<file path="src/rtl/tone_seq_pkg.sv">
// Shared state type and default constants for tone_sequencer.
// TONE_SEQUENCER_GAP_EN adds the GAP articulation state to the enum.
package tone_seq_pkg;

  localparam int unsigned DefTickDiv = 100000;
  localparam int unsigned DefDepth   = 8;

`ifdef TONE_SEQUENCER_GAP_EN
  typedef enum logic [1:0] {StIdle, StPlay, StGap} state_e;
`else
  typedef enum logic [1:0] {StIdle, StPlay} state_e;
`endif

endpackage

</file>
<file path="src/rtl/sync_fifo.sv">
// Synchronous FIFO with occupancy count; push ignored when full, pop ignored when empty.
// Combinational read of the head entry.
module sync_fifo #(
  parameter int unsigned WIDTH = 8,
  parameter int unsigned DEPTH = 8
) (
  input  logic                     clk,
  input  logic                     rst,
  input  logic                     i_push,
  input  logic                     i_pop,
  input  logic [WIDTH-1:0]         i_wdata,
  output logic [WIDTH-1:0]         o_rdata,
  output logic                     o_full,
  output logic                     o_empty,
  output logic [$clog2(DEPTH):0]   o_count
);

  localparam int unsigned AW = $clog2(DEPTH);

  logic [WIDTH-1:0] r_mem [DEPTH];
  logic [AW-1:0]    r_wr_ptr;
  logic [AW-1:0]    r_rd_ptr;
  logic [AW:0]      r_count;
  logic             w_push;
  logic             w_pop;

  assign o_full  = (r_count == (AW+1)'(DEPTH));
  assign o_empty = (r_count == '0);
  assign o_count = r_count;
  assign o_rdata = r_mem[r_rd_ptr];
  assign w_push  = i_push && !o_full;
  assign w_pop   = i_pop && !o_empty;

  always_ff @(posedge clk) begin
    if (rst) begin
      r_wr_ptr <= '0;
      r_rd_ptr <= '0;
      r_count  <= '0;
    end else begin
      if (w_push) r_wr_ptr <= r_wr_ptr + 1'b1;
      if (w_pop)  r_rd_ptr <= r_rd_ptr + 1'b1;
      case ({w_push, w_pop})
        2'b10:   r_count <= r_count + 1'b1;
        2'b01:   r_count <= r_count - 1'b1;
        default: r_count <= r_count;
      endcase
    end
  end

  // Storage needs no reset; pointers define validity.
  always_ff @(posedge clk) begin
    if (w_push) r_mem[r_wr_ptr] <= i_wdata;
  end

endmodule

</file>
<file path="src/rtl/tone_sequencer.sv">
// Note FIFO plus square-wave player driving a speaker pin.
// Define TONE_SEQUENCER_GAP_EN to insert a one-tick silent gap after every played note.
module tone_sequencer
  import tone_seq_pkg::*;
#(
  parameter int unsigned HP_W     = 15,
  parameter int unsigned DUR_W    = 16,
  parameter int unsigned TICK_DIV = DefTickDiv,
  parameter int unsigned DEPTH    = DefDepth
) (
  input  logic                     clk,
  input  logic                     rst,
  input  logic                     in_valid,
  output logic                     in_ready,
  input  logic [HP_W-1:0]          in_half_period,
  input  logic [DUR_W-1:0]         in_duration,
  input  logic                     enable,
  output logic                     out,
  output logic                     busy,
  output logic [$clog2(DEPTH):0]   level
);

  localparam int unsigned TW      = $clog2(TICK_DIV);
  localparam logic [TW-1:0] TickMax = TW'(TICK_DIV - 1);

  logic                    w_full;
  logic                    w_empty;
  logic                    w_push;
  logic                    w_pop;
  logic [HP_W+DUR_W-1:0]   w_head;
  logic [HP_W-1:0]         w_head_hp;
  logic [DUR_W-1:0]        w_head_dur;
  logic                    w_tick_wrap;
  logic [DUR_W-1:0]        w_dur_inc;

  state_e                  r_state;
  logic [HP_W-1:0]         r_hp;
  logic [DUR_W-1:0]        r_dur;
  logic [HP_W-1:0]         r_phase_cnt;
  logic [TW-1:0]           r_tick_cnt;
  logic [DUR_W-1:0]        r_dur_cnt;
  logic                    r_wave;

  assign in_ready    = !w_full && !rst;
  assign w_push      = in_valid && in_ready;
  assign w_pop       = (r_state == StIdle) && enable && !w_empty;
  assign {w_head_hp, w_head_dur} = w_head;
  assign w_tick_wrap = (r_tick_cnt == TickMax);
  assign w_dur_inc   = r_dur_cnt + 1'b1;
  // Pausing silences the pin but keeps the wave phase for resume.
  assign out         = r_wave && enable;
  assign busy        = (r_state != StIdle) || !w_empty;

  sync_fifo #(
    .WIDTH (HP_W + DUR_W),
    .DEPTH (DEPTH)
  ) u_fifo (
    .clk     (clk),
    .rst     (rst),
    .i_push  (w_push),
    .i_pop   (w_pop),
    .i_wdata ({in_half_period, in_duration}),
    .o_rdata (w_head),
    .o_full  (w_full),
    .o_empty (w_empty),
    .o_count (level)
  );

  always_ff @(posedge clk) begin
    if (rst) begin
      r_state     <= StIdle;
      r_hp        <= '0;
      r_dur       <= '0;
      r_phase_cnt <= '0;
      r_tick_cnt  <= '0;
      r_dur_cnt   <= '0;
      r_wave      <= 1'b0;
    end else begin
      unique case (r_state)
        StIdle: begin
          // Zero-duration entries are popped and dropped without leaving IDLE.
          if (w_pop && (w_head_dur != '0)) begin
            r_hp        <= w_head_hp;
            r_dur       <= w_head_dur;
            r_phase_cnt <= '0;
            r_tick_cnt  <= '0;
            r_dur_cnt   <= '0;
            r_wave      <= 1'b0;
            r_state     <= StPlay;
          end
        end
        StPlay: begin
          if (enable) begin
            if (r_phase_cnt == r_hp) begin
              r_phase_cnt <= '0;
              if (r_hp != '0) r_wave <= !r_wave;
            end else begin
              r_phase_cnt <= r_phase_cnt + 1'b1;
            end
            if (w_tick_wrap) begin
              r_tick_cnt <= '0;
              r_dur_cnt  <= w_dur_inc;
              if (w_dur_inc == r_dur) begin
                r_wave      <= 1'b0;
                r_phase_cnt <= '0;
`ifdef TONE_SEQUENCER_GAP_EN
                r_state     <= StGap;
`else
                r_state     <= StIdle;
`endif
              end
            end else begin
              r_tick_cnt <= r_tick_cnt + 1'b1;
            end
          end
        end
`ifdef TONE_SEQUENCER_GAP_EN
        StGap: begin
          // Prescaler is already zero on entry, so this lasts one full tick.
          if (enable) begin
            if (w_tick_wrap) begin
              r_tick_cnt <= '0;
              r_state    <= StIdle;
            end else begin
              r_tick_cnt <= r_tick_cnt + 1'b1;
            end
          end
        end
`endif
        default: r_state <= StIdle;
      endcase
    end
  end

endmodule
</file>
<file path="config.mk">
export PLATFORM = sky130hd
export DESIGN_NAME = tone_sequencer
export DESIGN_NICKNAME = d
export VERILOG_FILES = /design/src/rtl/tone_seq_pkg.sv /design/src/rtl/sync_fifo.sv /design/src/rtl/tone_sequencer.sv
export SDC_FILE = /design/constraint.sdc
export NUM_CORES = 1
export LEC_CHECK = 0
export ABC_AREA = 0
export BUFFER_PORTS_ARGS = -buffer_cell sky130_fd_sc_hd__buf_2
export CORE_ASPECT_RATIO = 0.7
export CORE_MARGIN = 10
export CORE_UTILIZATION = 55
export CTS_CLUSTER_DIAMETER = 200
export CTS_CLUSTER_SIZE = 40
export DETAILED_ROUTE_END_ITERATION = 7
export PLACE_DENSITY = 0.8
export SETUP_SLACK_MARGIN = 0.15
export SYNTH_ARGS = -nofsm -noshare
export SYNTH_HDL_FRONTEND = slang
export SYNTH_HIERARCHICAL = 1
export SYNTH_SLANG_ARGS = --single-unit
</file>
<file path="constraint.sdc">
create_clock -name clk -period 6.5 [get_ports clk]
set_clock_uncertainty 0.05 [all_clocks]
set_input_delay 1.3 -clock clk [delete_from_list [all_inputs] [get_ports clk]]
set_output_delay 1.3 -clock clk [all_outputs]
set_load 0.03 [all_outputs]
</file>
==> flow_summary.json <==
{
  "ir_drop_mv": 0.2294,
  "setup_tns_ns": 0,
  "grt_max_degree": 68,
  "period_minus_slack_ns": 4.195,
  "syn_inst": 969,
  "synth_edf_count": 248,
  "end_kind": "register",
  "synthMuxAreaShare_pct": 13.41,
  "ys_warn_count": 6,
  "synth-xor-area-share_pct": 3.818,
  "crit_type": "register to register",
  "cts_buffers": 12,
  "timing.fmax_mhz": 238.4,
  "clockRootBuffer": "clkbuf_16",
  "avgRoutedWirePerCell_um": 21.32,
  "grt_overflow": 0,
  "internal-power_mw": 2.870,
  "core-area_um2": 25690,
  "whs_ns": 0.4296,
  "die_x_um": 213.1,
  "worstMarginPinSlew_ns": 1.209,
  "synth_flop_cell": "edfxtp_1",
  "slew_viol_final": 0,
  "cts_tree": "built",
  "rsz0062_at_grt": "no",
  "cts_resized": 0,
  "layout-drive-gt1-share_pct": 15.12,
  "synthToLayoutAreaGrowth_pct": 5.875,
  "numClockSinks": 342,
  "synth_fa_ha_area_share_pct": 0.6974,
  "wl_met1_mm": 12.57,
  "htree_levels": 1,
  "dr_wl_met3_mm": 1.623,
  "chipHeight_um": 155.2,
  "synth_top_family_by_area": "multiplexers",
  "synth_compound_area_share_pct": 4.855,
  "drtIter0Drc": 680,
  "worstSkewPairLatency_ns": 0.51,
  "drc": 0,
  "wl_met2_mm": 13.62,
  "dr.pass1.iters": 5,
  "viasPerCell": 6.147,
  "cap_violations": 0,
  "swShare_pct": 22.10,
  "startpoint_type": "register",
  "synthSimpleGateAreaFrac_pct": 10.08,
  "grt_pass1_wl_mm": 44.97,
  "final_hold_viol_count": 0,
  "relSlewSlack_pct": 19.22,
  "cts_setup_buffers": 0,
  "placed_cells": 1303,
  "postLayoutCoreUtil_pct": 59.16,
  "yosysUniqueCellTypes": 65,
  "setup_violations": 0,
  "routed_wirelength_mm": 28.22,
  "final_cell_mix": "edfxtp_1 (248), nand2_1 (99), dfxtp_1 (92), a21oi_1 (63), nor2_1 (56)",
  "vias": 8138,
  "syn_nets": 1012,
  "p_comb_share_pct": 7.4,
  "top_layer": "met4",
  "ant_nets": 0,
  "status": "complete, no violations",
  "period_share_pct": 64.54,
  "final_nets": 1029,
  "pwr-share-clk_pct": 27.2,
  "clockBufferDepth": 3,
  "start_util_pct": 55.88,
  "leakagePower_nw": 4.803,
  "power_density_nw_per_um2": 242.5,
  "cp_data_required_time_ns": 6.90,
  "avgSynthCellArea_um2": 14.81,
  "p_switching_mw": 0.8145,
  "holdBufCountCts": 0,
  "antenna_found_initial": 0,
  "synth_area_um2": 14350,
  "path_max_fanout": 34,
  "row_count": 49,
  "num_io_pins": 42,
  "synth_seq_cells": 342,
  "power_frac_seq_pct": 65.4,
  "track_usage_pct": 17.08,
  "seq_area_frac_synth_pct": 64.99,
  "final_common_cell": "edfxtp_1",
  "worstPathArrival_ns": 4.59,
  "grt_pass1_vias": 8065,
  "numPortBuffers": 41,
  "instances_no_fill": 1324,
  "ys_async_sr_fraction_pct": 0,
  "dieArea_um2": 33060,
  "dp_hpwl_mm": 17.66,
  "place.gp.congestion": 0.8617,
  "path_clk_slew_ns": 0.14,
  "min_path_type": "register to register"
}
==> Yosys cell counts, types with 2 or more instances <==
cell	count	area [µm²]
edfxtp_1	248	7447
nand2_1	99	371.6
dfxtp_1	94	1882
a21oi_1	63	315.3
nor2_1	59	221.5
xnor2_1	35	306.5
mux4_1	34	893.4
mux2_2	32	360.4
mux4_2	28	630.6
nand3_1	27	135.1
xor2_1	25	219.0
clkbuf_1	24	90.09
nor3_1	18	90.09
nor4_1	16	100.1
o21ai_0	15	75.07
nand4_1	12	75.07
a31oi_1	11	68.82
and3_1	11	68.82
buf_6	9	101.4
nand2b_1	9	56.30
ha_1	8	100.1
buf_1	7	26.28
buf_2	5	25.02
inv_1	5	18.77
nand3b_1	5	37.54
a21o_1	4	30.03
a22o_1	4	35.03
a22oi_1	4	30.03
mux2i_1	4	40.04
or3_1	4	25.02
and2_1	3	18.77
nor2b_1	3	18.77
nor3b_1	3	22.52
or2_2	3	18.77
a211o_1	2	17.52
a311oi_1	2	17.52
and2_0	2	12.51
buf_8	2	30.03
clkbuf_2	2	10.01
o32ai_1	2	17.52
or2b_1	2	15.01
==> flip-flops by register name, summed over array words and instances, names as in the netlist, named ones only <==
name / cells
r_dur: 16
r_dur_cnt: 16
r_hp: 15
r_phase_cnt: 15
r_state: 1
r_tick_cnt: 17
r_wave: 1
u_fifo/o_count: 4
u_fifo/r_mem: 248
u_fifo/r_rd_ptr: 3
u_fifo/r_wr_ptr: 3
==> power groups by stage <==
stage / registers (mW) / logic (mW) / clock network [mW]
2_1_floorplan: 2.45 / 0.196 / 0
3_3_place_gp: 2.45 / 0.264 / 0
3_5_place_dp: 2.46 / 0.273 / 0
4_1_cts: 2.41 / 0.275 / 1.02
5_1_grt: 2.41 / 0.302 / 1.10
6_report: 2.41 / 0.274 / 1.00
==> path summary, 6_finish.rpt <==
kind / startpoint / end / slack (ns) / cells after the start
worst max-delay path: register / r_tick_cnt[1] / 2.31 / 9
worst min-delay path: r_dur[0] / r_dur[0] / 0.43 / 2
worst max register to register: register / r_tick_cnt[1] / 2.31 / 9
worst min register to register: r_dur[0] / r_dur[0] / 0.43 / 2
==> worst max-delay path: stages (launching register included) <==
cell	delay [ns]
dfxtp_4	0.79
mux4_1	0.65
mux2_2	0.30
nor4_1	0.49
nand4_1	0.30
nand2_1	0.15
buf_4	0.35
a2bb2oi_1	0.35
or2_2	0.52
a21oi_1	0.17
==> layer usage <==
| metal | vias up | track usage, % |
|---|---|---|
| li1 | 3737 | - |
| met2 | 249 | 27.79 |
| met5 | - | 0 |
| met3 | 28 | 2.509 |
| met4 | 0 | 3.153 |
| met1 | 4124 | 24.18 |
==> layout make-up <==
class,count,area (µm²)
Inverter,5,18.77
Multi-Input combinational cell,572,4765
Clock inverter,1,20.02
Timing Repair Buffer,53,295.3
Antenna cell,1,2.502
Tap cell,331,414.1
Fill cell,1874,10490
Sequential cell,342,9334
Clock buffer,19,347.8
==> per-stage QoR <==
stage                     total power, mW  cell area (µm²)  worst slack [ns]
final                               3.685            15200             2.305
after global routing                3.811            15190             1.977
after CTS                           3.705            15190             2.277
after detailed placement            2.730            14830             2.298
after global placement              2.718            14830             2.340
after floorplan                     2.643            14350            0.5934
==> cell families after synthesis <==
kind of cell    after synthesis
simple gates                289
xor+xnor                     61
mux                          98
buf+inv                      55
compound gates              116
fa+ha+maj                     8
flops                       342
Note: power is estimated with default switching activity, not from simulation.
